## src/rtl/tensor_sequencer.sv

```systemverilog
// Tensor sequencer: moves tile data between data memory and the tile
// register files, and drives the MAC engine for result write-back.
module tensor_sequencer #(
  parameter int ADDR_W = 16,
  parameter int DATA_W = 16,
  parameter int ELEMS  = 4,
  parameter int IDX_W  = 2
) (
  input  logic              clk,
  input  logic              reset,
  input  logic              load_a,
  input  logic              load_b,
  input  logic              store_tensor,
  input  logic [ADDR_W-1:0] base_addr,
  output logic              mem_req,
  output logic              mem_we,
  output logic [ADDR_W-1:0] mem_addr,
  output logic [DATA_W-1:0] mem_wdata,
  input  logic              mem_gnt,
  input  logic [DATA_W-1:0] mem_rdata,
  input  logic              mem_rvalid,
  output logic              tile_we_a,
  output logic              tile_we_b,
  output logic [IDX_W-1:0]  tile_idx,
  output logic [DATA_W-1:0] tile_wdata,
  input  logic [DATA_W-1:0] res_data,
  output logic              mac_start,
  input  logic              mac_done,
  output logic              tensor_op_done,
  output logic              busy
);

  typedef enum logic [2:0] {
    S_IDLE,
    S_RD_REQ,
    S_RD_WAIT,
    S_CALC,
    S_WR_REQ,
    S_DONE
  } state_t;

  localparam logic [IDX_W-1:0] LAST = IDX_W'(ELEMS - 1);

  state_t             state_q, state_d;
  logic [IDX_W-1:0]   idx_q, idx_d;
  logic [ADDR_W-1:0]  base_q, base_d;
  logic               op_b_q, op_b_d;
  logic               first_q, first_d;
  logic               armed_q, armed_d;

  logic any_cmd;
  logic st_rd_req, st_rd_wait, st_calc, st_wr_req;

  assign any_cmd = load_a | load_b | store_tensor;

  always_comb begin
    state_d = state_q;
    idx_d   = idx_q;
    base_d  = base_q;
    op_b_d  = op_b_q;
    first_d = first_q;
    armed_d = armed_q;

    // A held command must fall before the next one is accepted
    if (state_q == S_DONE) begin
      armed_d = 1'b0;
    end else if (!any_cmd) begin
      armed_d = 1'b1;
    end

    unique case (state_q)
      S_IDLE: begin
        if (armed_q && any_cmd) begin
          base_d = base_addr;
          idx_d  = '0;
          op_b_d = !load_a && load_b;
          if (load_a || load_b) begin
            state_d = S_RD_REQ;
          end else begin
            state_d = S_CALC;
            first_d = 1'b1;
          end
        end
      end
      S_RD_REQ: begin
        if (mem_gnt) state_d = S_RD_WAIT;
      end
      S_RD_WAIT: begin
        if (mem_rvalid) begin
          if (idx_q == LAST) begin
            state_d = S_DONE;
          end else begin
            idx_d   = idx_q + 1'b1;
            state_d = S_RD_REQ;
          end
        end
      end
      S_CALC: begin
        first_d = 1'b0;
        if (mac_done) begin
          idx_d   = '0;
          state_d = S_WR_REQ;
        end
      end
      S_WR_REQ: begin
        if (mem_gnt) begin
          if (idx_q == LAST) begin
            state_d = S_DONE;
          end else begin
            idx_d = idx_q + 1'b1;
          end
        end
      end
      S_DONE: state_d = S_IDLE;
      default: state_d = S_IDLE;
    endcase
  end

  always_ff @(posedge clk) begin
    if (!reset) begin
      state_q <= S_IDLE;
      idx_q   <= '0;
      base_q  <= '0;
      op_b_q  <= 1'b0;
      first_q <= 1'b0;
      armed_q <= 1'b1;
    end else begin
      state_q <= state_d;
      idx_q   <= idx_d;
      base_q  <= base_d;
      op_b_q  <= op_b_d;
      first_q <= first_d;
      armed_q <= armed_d;
    end
  end

  assign st_rd_req  = (state_q == S_RD_REQ);
  assign st_rd_wait = (state_q == S_RD_WAIT);
  assign st_calc    = (state_q == S_CALC);
  assign st_wr_req  = (state_q == S_WR_REQ);

  assign mem_req   = st_rd_req | st_wr_req;
  assign mem_we    = st_wr_req;
  assign mem_addr  = mem_req ?
                     base_q + {{(ADDR_W-IDX_W){1'b0}}, idx_q} : '0;
  assign mem_wdata = st_wr_req ? res_data : '0;

  assign tile_we_a  = st_rd_wait & mem_rvalid & ~op_b_q;
  assign tile_we_b  = st_rd_wait & mem_rvalid & op_b_q;
  assign tile_idx   = (st_rd_wait | st_wr_req) ? idx_q : '0;
  assign tile_wdata = mem_rdata;

  assign mac_start      = st_calc & first_q;
  assign tensor_op_done = (state_q == S_DONE);
  assign busy           = (state_q != S_IDLE);

endmodule

```

## config.mk

```make
export PLATFORM = sky130hd
export DESIGN_NAME = tensor_sequencer
export DESIGN_NICKNAME = d
export VERILOG_FILES = /design/src/rtl/tensor_sequencer.sv
export SDC_FILE = /design/constraint.sdc
export NUM_CORES = 1
export LEC_CHECK = 0
export ABC_AREA = 1
export CAP_MARGIN = 40
export CORE_ASPECT_RATIO = 1.1
export CORE_MARGIN = 4
export CORE_UTILIZATION = 40
export DETAILED_ROUTE_END_ITERATION = 10
export GPL_ROUTABILITY_DRIVEN = 0
export PLACE_DENSITY = 0.86
export SYNTH_ARGS = -nofsm -noshare
export SYNTH_HDL_FRONTEND = slang
export SYNTH_SLANG_ARGS = --single-unit
```

## constraint.sdc

```tcl
create_clock -name clk -period 5.6 [get_ports clk]
set_input_delay 1.12 -clock clk [delete_from_list [all_inputs] [get_ports clk]]
set_output_delay 1.12 -clock clk [all_outputs]
set_load 0.02 [all_outputs]
```

==> metrics.md, run 1 <==
| Metric | Value |
|---|---|
| Area share of the largest cell type after synthesis | 26.2% |
| Clk_lat worst skew | 260 ps |
| Most numerous cell in the Yosys netlist | nor2_1 |
| Critical path cell sequence | ha_1 > fa_1 > nand2_1 > inv_1 > nand3_1 > nor2_2 > nand2_1 > o21ai_0 > a21oi_1 > clkdlybuf4s50_1 |
| Clock Pin Slew Worst Setup and Hold Paths | 80 ps |
| Least-Margin Pin Slew | 793 ps |
| Cts bufs inserted | 3 |
| Final TNS setup | 0 ps |
| Seq/Total Area, Yosys | 26.2% |
| Post-synth ARST share | 0% |
| Area growth syn-to-layout | 40.2% |
| Yosys reg bits | 24 |
| Ant diodes | 0 |
| Core area | 0.00438 mm^2 |
| Critical Path Fanout Max | 5 |
| Synth cell count leaders | nor2_1, inv_1, nand2_1 |
| Vias | 1952 |
| First-pass GRT wire length | 7580 um |
| Number of flops mapped to enable cells by yosys | 0 |
| Outcome | finished, final reports clean |
| Slew Limit Fails | 0 |
| Post-DP HPWL | 3830 um |
| Critical path data arrival time | 2590 ps |
| Initial antenna violation count | 0 |
| Layout cells sized above 1 | 7.91% |
| Critical R2R Launch | state_q[2] |
| CTS Root Cell | clkbuf_8 |
| DIE AREA | 0.00574 mm^2 |
| Cell mode on critical path | nand2_1 |
| Final period util | 66.2% |
| Final net count | 416 |
| Reg2reg setup slack | 3960 ps |
| Netlist cell types | 27 |
| Synth warn | 0 |
| Maximum root-to-sink buffer count | 2 |
| Initial Util | 41.9% |
| Dominant synthesized flop cell | dfxtp_1 |
| Mapped cell area | 0.00184 mm^2 |
| Max Clock Skew | 1.09 ps |
| Routed wire per std cell | 11.6 um |
| Pwr/cell area | 421 mW/mm^2 |
| Hold WS | 483 ps |
| Fin. Hold Viols | 0 |
| Die X-Extent | 72.6 um |
| VDD IR max | 0.221 mV |
| Cts repair resizes | 0 |
| # IOs | 113 |
| Worst EP required | 4480 ps |
| Crit path launch type | flop |
| # Max-Cap Violations | 0 |
| Worst Setup EP | mem_addr[12] |
| Crit-path slowest cell | clkdlybuf4s50_1 |
| CTS tree | done |
| Gr usage total | 16.0% |
| Final ANT Viol Nets | 0 |
| Synthesized area per cell | 6.24 um^2 |
| FMAX | 0.270 GHz |
| Dominant cell type by area after synthesis | dfxtp_1 |
| Die H | 79.0 um |
| Total power | 0.00108 W |
| Vias/cell | 4.78 |
| Minimum clock period | 3710 ps |
| Post-synthesis cell count | 294 |
| Total wire length | 4730 um |
| # Post-CTS Setup Buffers | 0 |
| # port buffers | 80 |
| Clock Sinks | 24 |
| Initial detailed-routing violation count | 112 |
| Setup crit start | idx_q[0] |
| Critical path type | reg -> out |
| Post-Synthesis Net Count | 354 |
| Pleak | 1.15 nW |
| Largest net degree at the start of global routing | 26 |
| Hold_buf cts | 0 |
| Drt pass-1 iters | 4 |
| R2r worst-path depth | 9 |
| DRC violations left | 0 |
| Final setup violation count | 0 |
| Area contributors post-synth | dfxtp_1, nor2_1, inv_1 |
| Num rows | 25 |
| Setup repair after global routing missed its margin | no |
| GR Overflow Total | 0 |
| Crit Reg-Reg Endpoint | state_q[0] |
| Worst setup EP type | primary output |
| Vias in the first global route | 1893 |
| H-tree levels | 1 |
| Crit-path max cell delay | 630 ps |
| Min-delay worst type | reg -> reg |
| Slew margin rel. | 47.0% |
-- cells in the final DEF (no fill, tap or decap), types with 2 or more instances in the layout --
| cell type | n |
|---|---|
| clkdlybuf4s50_1 | 80 |
| nor2_1 | 66 |
| inv_1 | 46 |
| nand2_1 | 40 |
| dfxtp_1 | 24 |
| o21ai_0 | 21 |
| a21oi_1 | 19 |
| nand3_1 | 15 |
| nor3_1 | 5 |
| nor2_2 | 5 |
| a21oi_2 | 4 |
| inv_4 | 3 |
| nand2_4 | 3 |
| nand2_2 | 3 |
| o21ai_2 | 3 |
| ha_1 | 3 |
| clkbuf_8 | 3 |
| inv_2 | 2 |
| nor2_8 | 2 |
-- worst min path at each step --
| stage | startpoint | end | slack (ps) | cells after the start |
|---|---|---|---|---|
| after detailed placement | base_q[12] | base_q[12] | 470 | 2 |
| after global routing | base_q[12] | base_q[12] | 510 | 2 |
| final | base_q[13] | base_q[13] | 480 | 2 |
| after CTS | base_q[12] | base_q[12] | 480 | 2 |
| after global placement | base_q[12] | base_q[12] | 460 | 2 |
| after floorplan | base_q[12] | base_q[12] | 440 | 2 |
-- critical path: cells and delay by family (launching register included) --
family / cells / cell delay [ps]
buffers and inverters: 2 / 690
and+or+nand+nor: 4 / 420
adders and majority gates: 2 / 640
DFF: 1 / 350
AOI/OAI and AO/OA: 2 / 220
-- flip-flops by register name, indices dropped and copies added, names as in the netlist --
| register | count |
|---|---|
| state_q | 3 |
| first_q | 1 |
| base_q | 16 |
| armed_q | 1 |
| idx_q | 2 |
| op_b_q | 1 |
-- area by class of cell --
type / instances / area [um^2]
fillers: 428 / 1810
multi-input cells: 196 / 983
repair buffers: 80 / 801
flip-flops and latches: 24 / 480
inverters: 51 / 199
well taps: 54 / 67.6
clock buffers: 3 / 41.3
-- power by group --
part	total (W)	switching, W	internal, W	leakage, nW
Combinational	0.000673	0.000405	0.000269	0.933
Clock	0.000101	0.0000527	0.0000481	0.0216
Sequential	0.000308	0.0000678	0.000240	0.199
-- cells by family (layout without fill, tap and decap cells) --
kind of cell | Yosys count | after routing | share of synthesized area [%]
AND/OR/NAND/NOR | 141 | 141 | 34.6
flip-flops | 24 | 24 | 26.2
AO/OA/AOI/OAI | 49 | 49 | 14.9
adder cells (fa/ha/maj) | 4 | 4 | 3.14
buffers and inverters | 74 | 134 | 20.2
XOR/XNOR | 2 | 2 | 0.955
-- layer usage --
layer | GRT usage (%) | routed length (um) | vias to the layer above
li1 | - | - | 1015
met5 | 0 | 0 | -
met4 | 5.35 | 61 | 0
met3 | 3.29 | 339 | 6
met1 | 19.5 | 2070 | 863
met2 | 27.7 | 2260 | 68
-- through the flow --
stage / cells / setup slack (ps) / utilization, % / cell area, um^2
2_1_floorplan: 294 / 2760 / - / 1840
3_3_place_gp: 405 / 2080 / 57.8 / 2530
3_5_place_dp: 405 / 2070 / 57.8 / 2530
4_1_cts: 408 / 1900 / 58.7 / 2570
5_1_grt: 408 / 1760 / 58.7 / 2570
6_report: 408 / 1890 / 58.7 / 2570
(Power assumes the default switching activity.)
==> inputs of run 2 (changes only) <==
--- a/config.mk
+++ b/config.mk
@@ -9,10 +9,10 @@
 export CAP_MARGIN = 40
 export CORE_ASPECT_RATIO = 1.1
 export CORE_MARGIN = 4
-export CORE_UTILIZATION = 40
+export CORE_UTILIZATION = 37
 export DETAILED_ROUTE_END_ITERATION = 10
 export GPL_ROUTABILITY_DRIVEN = 0
-export PLACE_DENSITY = 0.86
+export PLACE_DENSITY = 0.8
 export SYNTH_ARGS = -nofsm -noshare
 export SYNTH_HDL_FRONTEND = slang
 export SYNTH_SLANG_ARGS = --single-unit
==> constraint.sdc (replaced) <==
create_clock -name clk -period 3.5 [get_ports clk]
set_input_delay 0.7 -clock clk [delete_from_list [all_inputs] [get_ports clk]]
set_output_delay 0.7 -clock clk [all_outputs]
set_load 0.02 [all_outputs]
==> run 2 against run 1 <==
Hold slack lost 1.8 ps. Clock skew increased by 9.1 ps. Sequential share of layout area decreased by 0.23 points. Sequential power increased by 59%. Critical path depth is the same. Power grew 66%. Via count is 2.2% lower.
==> metrics.md, run 2 (synthesized netlist as in run 1, its figures left out) <==
| Metric | Value |
|---|---|
| Outcome | finished, final reports clean |
| FMAX | 0.314 GHz |
| Pre-CTS WS | 583 ps |
| DIE AREA | 0.00615 mm^2 |
| Slew Limit Fails | 0 |
| Biggest register | base_q |
| GR Overflow Total | 0 |
| First-pass GRT wire length | 7220 um |
| Post-DP HPWL | 3720 um |
| H-tree levels | 1 |
| Largest net degree at the start of global routing | 26 |
| # Post-CTS Setup Buffers | 0 |
| Slew margin rel. | 48.8% |
| CTS tree | done |
| Gr usage total | 14.5% |
| Pwr/cell area | 690 mW/mm^2 |
| Pleak | 1.17 nW |
| Clk_lat worst skew | 260 ps |
| Power Internal | 0.000967 W |
| CTS Root Cell | clkbuf_8 |
| Sequential power share | 27.3% |
| Clock Power Share | 13.2% |
| Final ANT Viol Nets | 0 |
| Highest-count cells in the layout ignoring fill and taps | clkdlybuf4s50_1, nor2_1, inv_1, nand2_1, dfxtp_1 |
| Initial Util | 38.9% |
| Most common cell after layout, fill and taps aside | clkdlybuf4s50_1 |
| # IOs | 113 |
| Clock Sinks | 24 |
| VDD IR max | 0.348 mV |
| R2r worst-path depth | 9 |
| Die X-Extent | 75.2 um |
| Initial detailed-routing violation count | 37 |
| Setup repair after global routing missed its margin | no |
| Final core occ | 55.2% |
| Hold path cells | 2 |
| Routed wire per std cell | 10.9 um |
| Total power | 0.00180 W |
| Critical path data arrival time | 2490 ps |
| Area growth syn-to-layout | 41.9% |
| Die H | 81.9 um |
| Minimum clock period | 3190 ps |
| Ant diodes | 0 |
| Vias | 1909 |
| Worst EP required | 2800 ps |
| Critical Path Fanout Max | 5 |
| Critical path type | reg -> out |
| Num rows | 26 |
| Clock Pin Slew Worst Setup and Hold Paths | 90 ps |
| Regs by FF count | base_q: 16 flops, state_q: 3 flops, idx_q: 2 flops |
| Core area | 0.00472 mm^2 |
| Layout cells sized above 1 | 8.17% |
| Cts repair resizes | 0 |
| Final TNS setup | 0 ps |
| Sw Ratio | 46.2% |
| Max reg flops | 16 |
| Initial antenna violation count | 0 |
| Max Clock Skew | 10.2 ps |
| # Max-Cap Violations | 0 |
| # port buffers | 80 |
| Final setup margin | 312 ps |
| Worst setup EP type | primary output |
| Hold_buf cts | 0 |
| Final Non-Filler Cells | 411 |
| Drt pass-1 iters | 4 |
| Total wire length | 4490 um |
| Final net count | 416 |
| Maximum root-to-sink buffer count | 2 |
| Crit path launch type | flop |
| Final setup violation count | 0 |
| Least-Margin Pin Slew | 766 ps |
| Final period util | 91.1% |
| Vias/cell | 4.64 |
| # placed instances | 407 |
| DRC violations left | 0 |
| Min-delay worst type | reg -> reg |
| NetSw | 0.000830 W |
| Cts bufs inserted | 3 |
| Fin. Hold Viols | 0 |
| Logic pwr share | 59.5% |
| Vias in the first global route | 1800 |
==> run 2: cell types whose count changed in the layout (fill, tap and decap cells not counted) <==
| cell | change |
|---|---|
| bufinv_16 | +1 |
==> run 2: worst paths after layout <==
path	slack, ps	endpoint	from
hold reg to reg	480	base_q[13]	base_q[13]
setup reg to reg	1900	state_q[1]	state_q[2]
setup / recovery	310	mem_addr[12]	idx_q[0]
hold / removal	480	base_q[13]	base_q[13]
==> run 2: through the flow <==
stage	hold WS, ps	area [um^2]
4_1_cts	486	2610
6_report	481	2610
3_5_place_dp	472	2530
3_3_place_gp	466	2530
2_1_floorplan	445	1840
5_1_grt	511	2610
==> run 2: final cells by class <==
type / instances / area (um^2)
clock buffers: 3 / 41.3
clock inverters: 1 / 30.0
fillers: 471 / 2110
inverters: 51 / 199
multi-input cells: 196 / 983
flip-flops and latches: 24 / 480
well taps: 56 / 70.1
repair buffers: 80 / 801
==> run 2: layer usage <==
| layer | global-route usage (%) | vias up | part of all wire (%) |
|---|---|---|---|
| li1 | - | 1014 | - |
| met1 | 16.8 | 813 | 42 |
| met2 | 25.2 | 78 | 46 |
| met3 | 5.14 | 4 | 11 |
| met4 | 3.50 | 0 | 0.71 |
| met5 | 0 | - | 0 |
==> run 2: power by group through the flow <==
| stage | Sequential, W | Combinational, W | Clock (W) |
|---|---|---|---|
| finish | 0.000491 | 0.00107 | 0.000237 |
| global placement | 0.000491 | 0.00106 | 0 |
| detailed placement | 0.000496 | 0.00108 | 0 |
| floorplan | 0.000461 | 0.000813 | 0 |
| CTS | 0.000490 | 0.00108 | 0.000243 |
| global route | 0.000507 | 0.00121 | 0.000252 |
==> run 2: critical path, cell delays in order, from the launching register on <==
cell	delay, ps
dfxtp_1	350
ha_1	230
fa_1	390
nand2_1	80
inv_1	60
nand3_1	140
nor2_2	90
nand2_1	90
o21ai_0	70
a21oi_1	120
clkdlybuf4s50_1	610
==> inputs of run 3 (changes only) <==
--- a/config.mk
+++ b/config.mk
@@ -8,7 +8,6 @@
 export ABC_AREA = 1
 export CAP_MARGIN = 40
 export CORE_ASPECT_RATIO = 1.1
-export CORE_MARGIN = 4
 export CORE_UTILIZATION = 37
 export DETAILED_ROUTE_END_ITERATION = 10
 export GPL_ROUTABILITY_DRIVEN = 0
==> run 3 against run 2 <==
Clock power fell by 2%. Sequential share of layout area fell by 0.053 points. First-iteration DRC count rose to 3.5 times the previous value. Non-clock buffer count rose by 1. Sequential power barely moved. Combinational power barely moved. Clock-buffer cell count did not move. Wire length fell by 2.4%. Hold slack improved by 3.9 ps. Cell count rose by 0.24%. Register-to-register slack got worse by 30 ps. Largest cell class unchanged.
==> metrics.md, run 3 (synthesized netlist as in run 1, its figures left out) <==
| Metric | Value |
|---|---|
| # Post-CTS Setup Buffers | 0 |
| Layout cells sized above 1 | 8.43% |
| Area of the multi-input gates | 983 um^2 |
| Vias | 1900 |
| Initial Util | 38.9% |
| Worst EP required | 2800 ps |
| Max reg flops | 16 |
| Max Clock Skew | 6.10 ps |
| Num rows | 26 |
| Critical path type | reg -> out |
| VDD IR max | 0.298 mV |
| Outcome | finished, final reports clean |
| Critical Path Fanout Max | 5 |
| Sequential cell area | 480 um^2 |
| Vias in the first global route | 1842 |
| Final setup margin | 267 ps |
| Hold WS | 485 ps |
| Fin. Hold Viols | 0 |
| Area growth syn-to-layout | 42.3% |
| Total wire length | 4390 um |
| Maximum root-to-sink buffer count | 2 |
| Drt pass-1 iters | 4 |
| Pleak | 1.17 nW |
| Slew margin rel. | 67.0% |
| Post-DP HPWL | 3560 um |
| Vias/cell | 4.61 |
| Clock Pin Slew Worst Setup and Hold Paths | 80 ps |
| CTS tree | done |
| # port buffers | 80 |
| Initial antenna violation count | 0 |
| # IOs | 113 |
| Met2 wire length | 2100 um |
| Initial detailed-routing violation count | 130 |
| GR Overflow Total | 0 |
| Final net count | 417 |
| Fillers | 464 |
| Least-Margin Pin Slew | 493 ps |
| DRC violations left | 0 |
| Final setup violation count | 0 |
| Cts repair resizes | 0 |
| Core area | 0.00472 mm^2 |
| H-tree levels | 1 |
| Slew Limit Fails | 0 |
| # Max-Cap Violations | 0 |
| Min-delay worst type | reg -> reg |
| Ant diodes | 0 |
| Pre-CTS WS | 542 ps |
| Regs by FF count | base_q: 16 flops, state_q: 3 flops, idx_q: 2 flops |
| Clk_lat worst skew | 260 ps |
| Routed wire per std cell | 10.6 um |
| Cts bufs inserted | 3 |
| Wire length on met3 | 325 um |
| Biggest register | base_q |
| Met1 WL | 1940 um |
| Die H | 75.9 um |
| DIE AREA | 0.00525 mm^2 |
| Worst setup EP type | primary output |
| Largest net degree at the start of global routing | 26 |
| Setup repair after global routing missed its margin | no |
| Clock Sinks | 24 |
| Highest Signal Layer | met4 |
| Most common cell after layout, fill and taps aside | clkdlybuf4s50_1 |
| Final TNS setup | 0 ps |
| Final period util | 92.4% |
| Minimum clock period | 3230 ps |
| CTS Root Cell | clkbuf_8 |
| Critical path data arrival time | 2530 ps |
| Die X-Extent | 69.2 um |
| Hold_buf cts | 0 |
| Gr usage total | 17.5% |
| FMAX | 0.309 GHz |
| Final ANT Viol Nets | 0 |
| Crit path launch type | flop |
| Highest-count cells in the layout ignoring fill and taps | clkdlybuf4s50_1, nor2_1, inv_1, nand2_1, dfxtp_1 |
| First-pass GRT wire length | 7600 um |
| Pwr/cell area | 688 mW/mm^2 |
run 3: changes by cell type in the layout (fill, tap and decap cells not counted):
cell / before / now
buf_4: 0 / 1
run 3: routing by layer:
metal | vias to the layer above | global-route usage, %
met2 | 78 | 33.5
met3 | 2 | 3.57
li1 | 1015 | -
met1 | 805 | 20.1
met4 | 0 | 4.76
met5 | - | 0
run 3: worst max-delay path, cell delays in order (launching register included):
cell,delay [ps]
dfxtp_1,340
ha_1,230
fa_1,390
nand2_1,80
inv_1,60
nand3_1,140
nor2_2,90
nand2_1,100
o21ai_0,90
a21oi_1,140
clkdlybuf4s50_1,620
run 3: per-stage QoR:
step	cell area [um^2]	power, W	util [%]	instances
finish	2610	0.00180	55.4	412
global route	2610	0.00197	55.4	412
CTS	2610	0.00182	55.4	412
detailed placement	2540	0.00158	53.9	408
global placement	2540	0.00156	53.9	408
floorplan	1840	0.00127	-	294
run 3: final cells by class:
| type | count | share of cell area (%) |
|---|---|---|
| well taps | 56 | 2.68 |
| flip-flops and latches | 24 | 18.4 |
| clock inverters | 1 | 1.15 |
| multi-input cells | 196 | 37.6 |
| inverters | 51 | 7.61 |
| clock buffers | 3 | 1.58 |
| repair buffers | 81 | 30.9 |
run 3: power by group:
part,switching (W),internal (W),leakage [nW]
Combinational,0.000642,0.000431,0.938
Sequential,0.000106,0.000385,0.199
Clock,0.0000802,0.000153,0.0357
run 3: worst paths after layout:
kind	startpoint	endpoint	slack (ps)	cells past startpoint
min reg2reg	base_q[13]	base_q[13]	490	2
max reg2reg	state_q[2]	state_q[2]	1870	9
min	base_q[13]	base_q[13]	490	2
max	idx_q[0]	mem_addr[12]	270	10
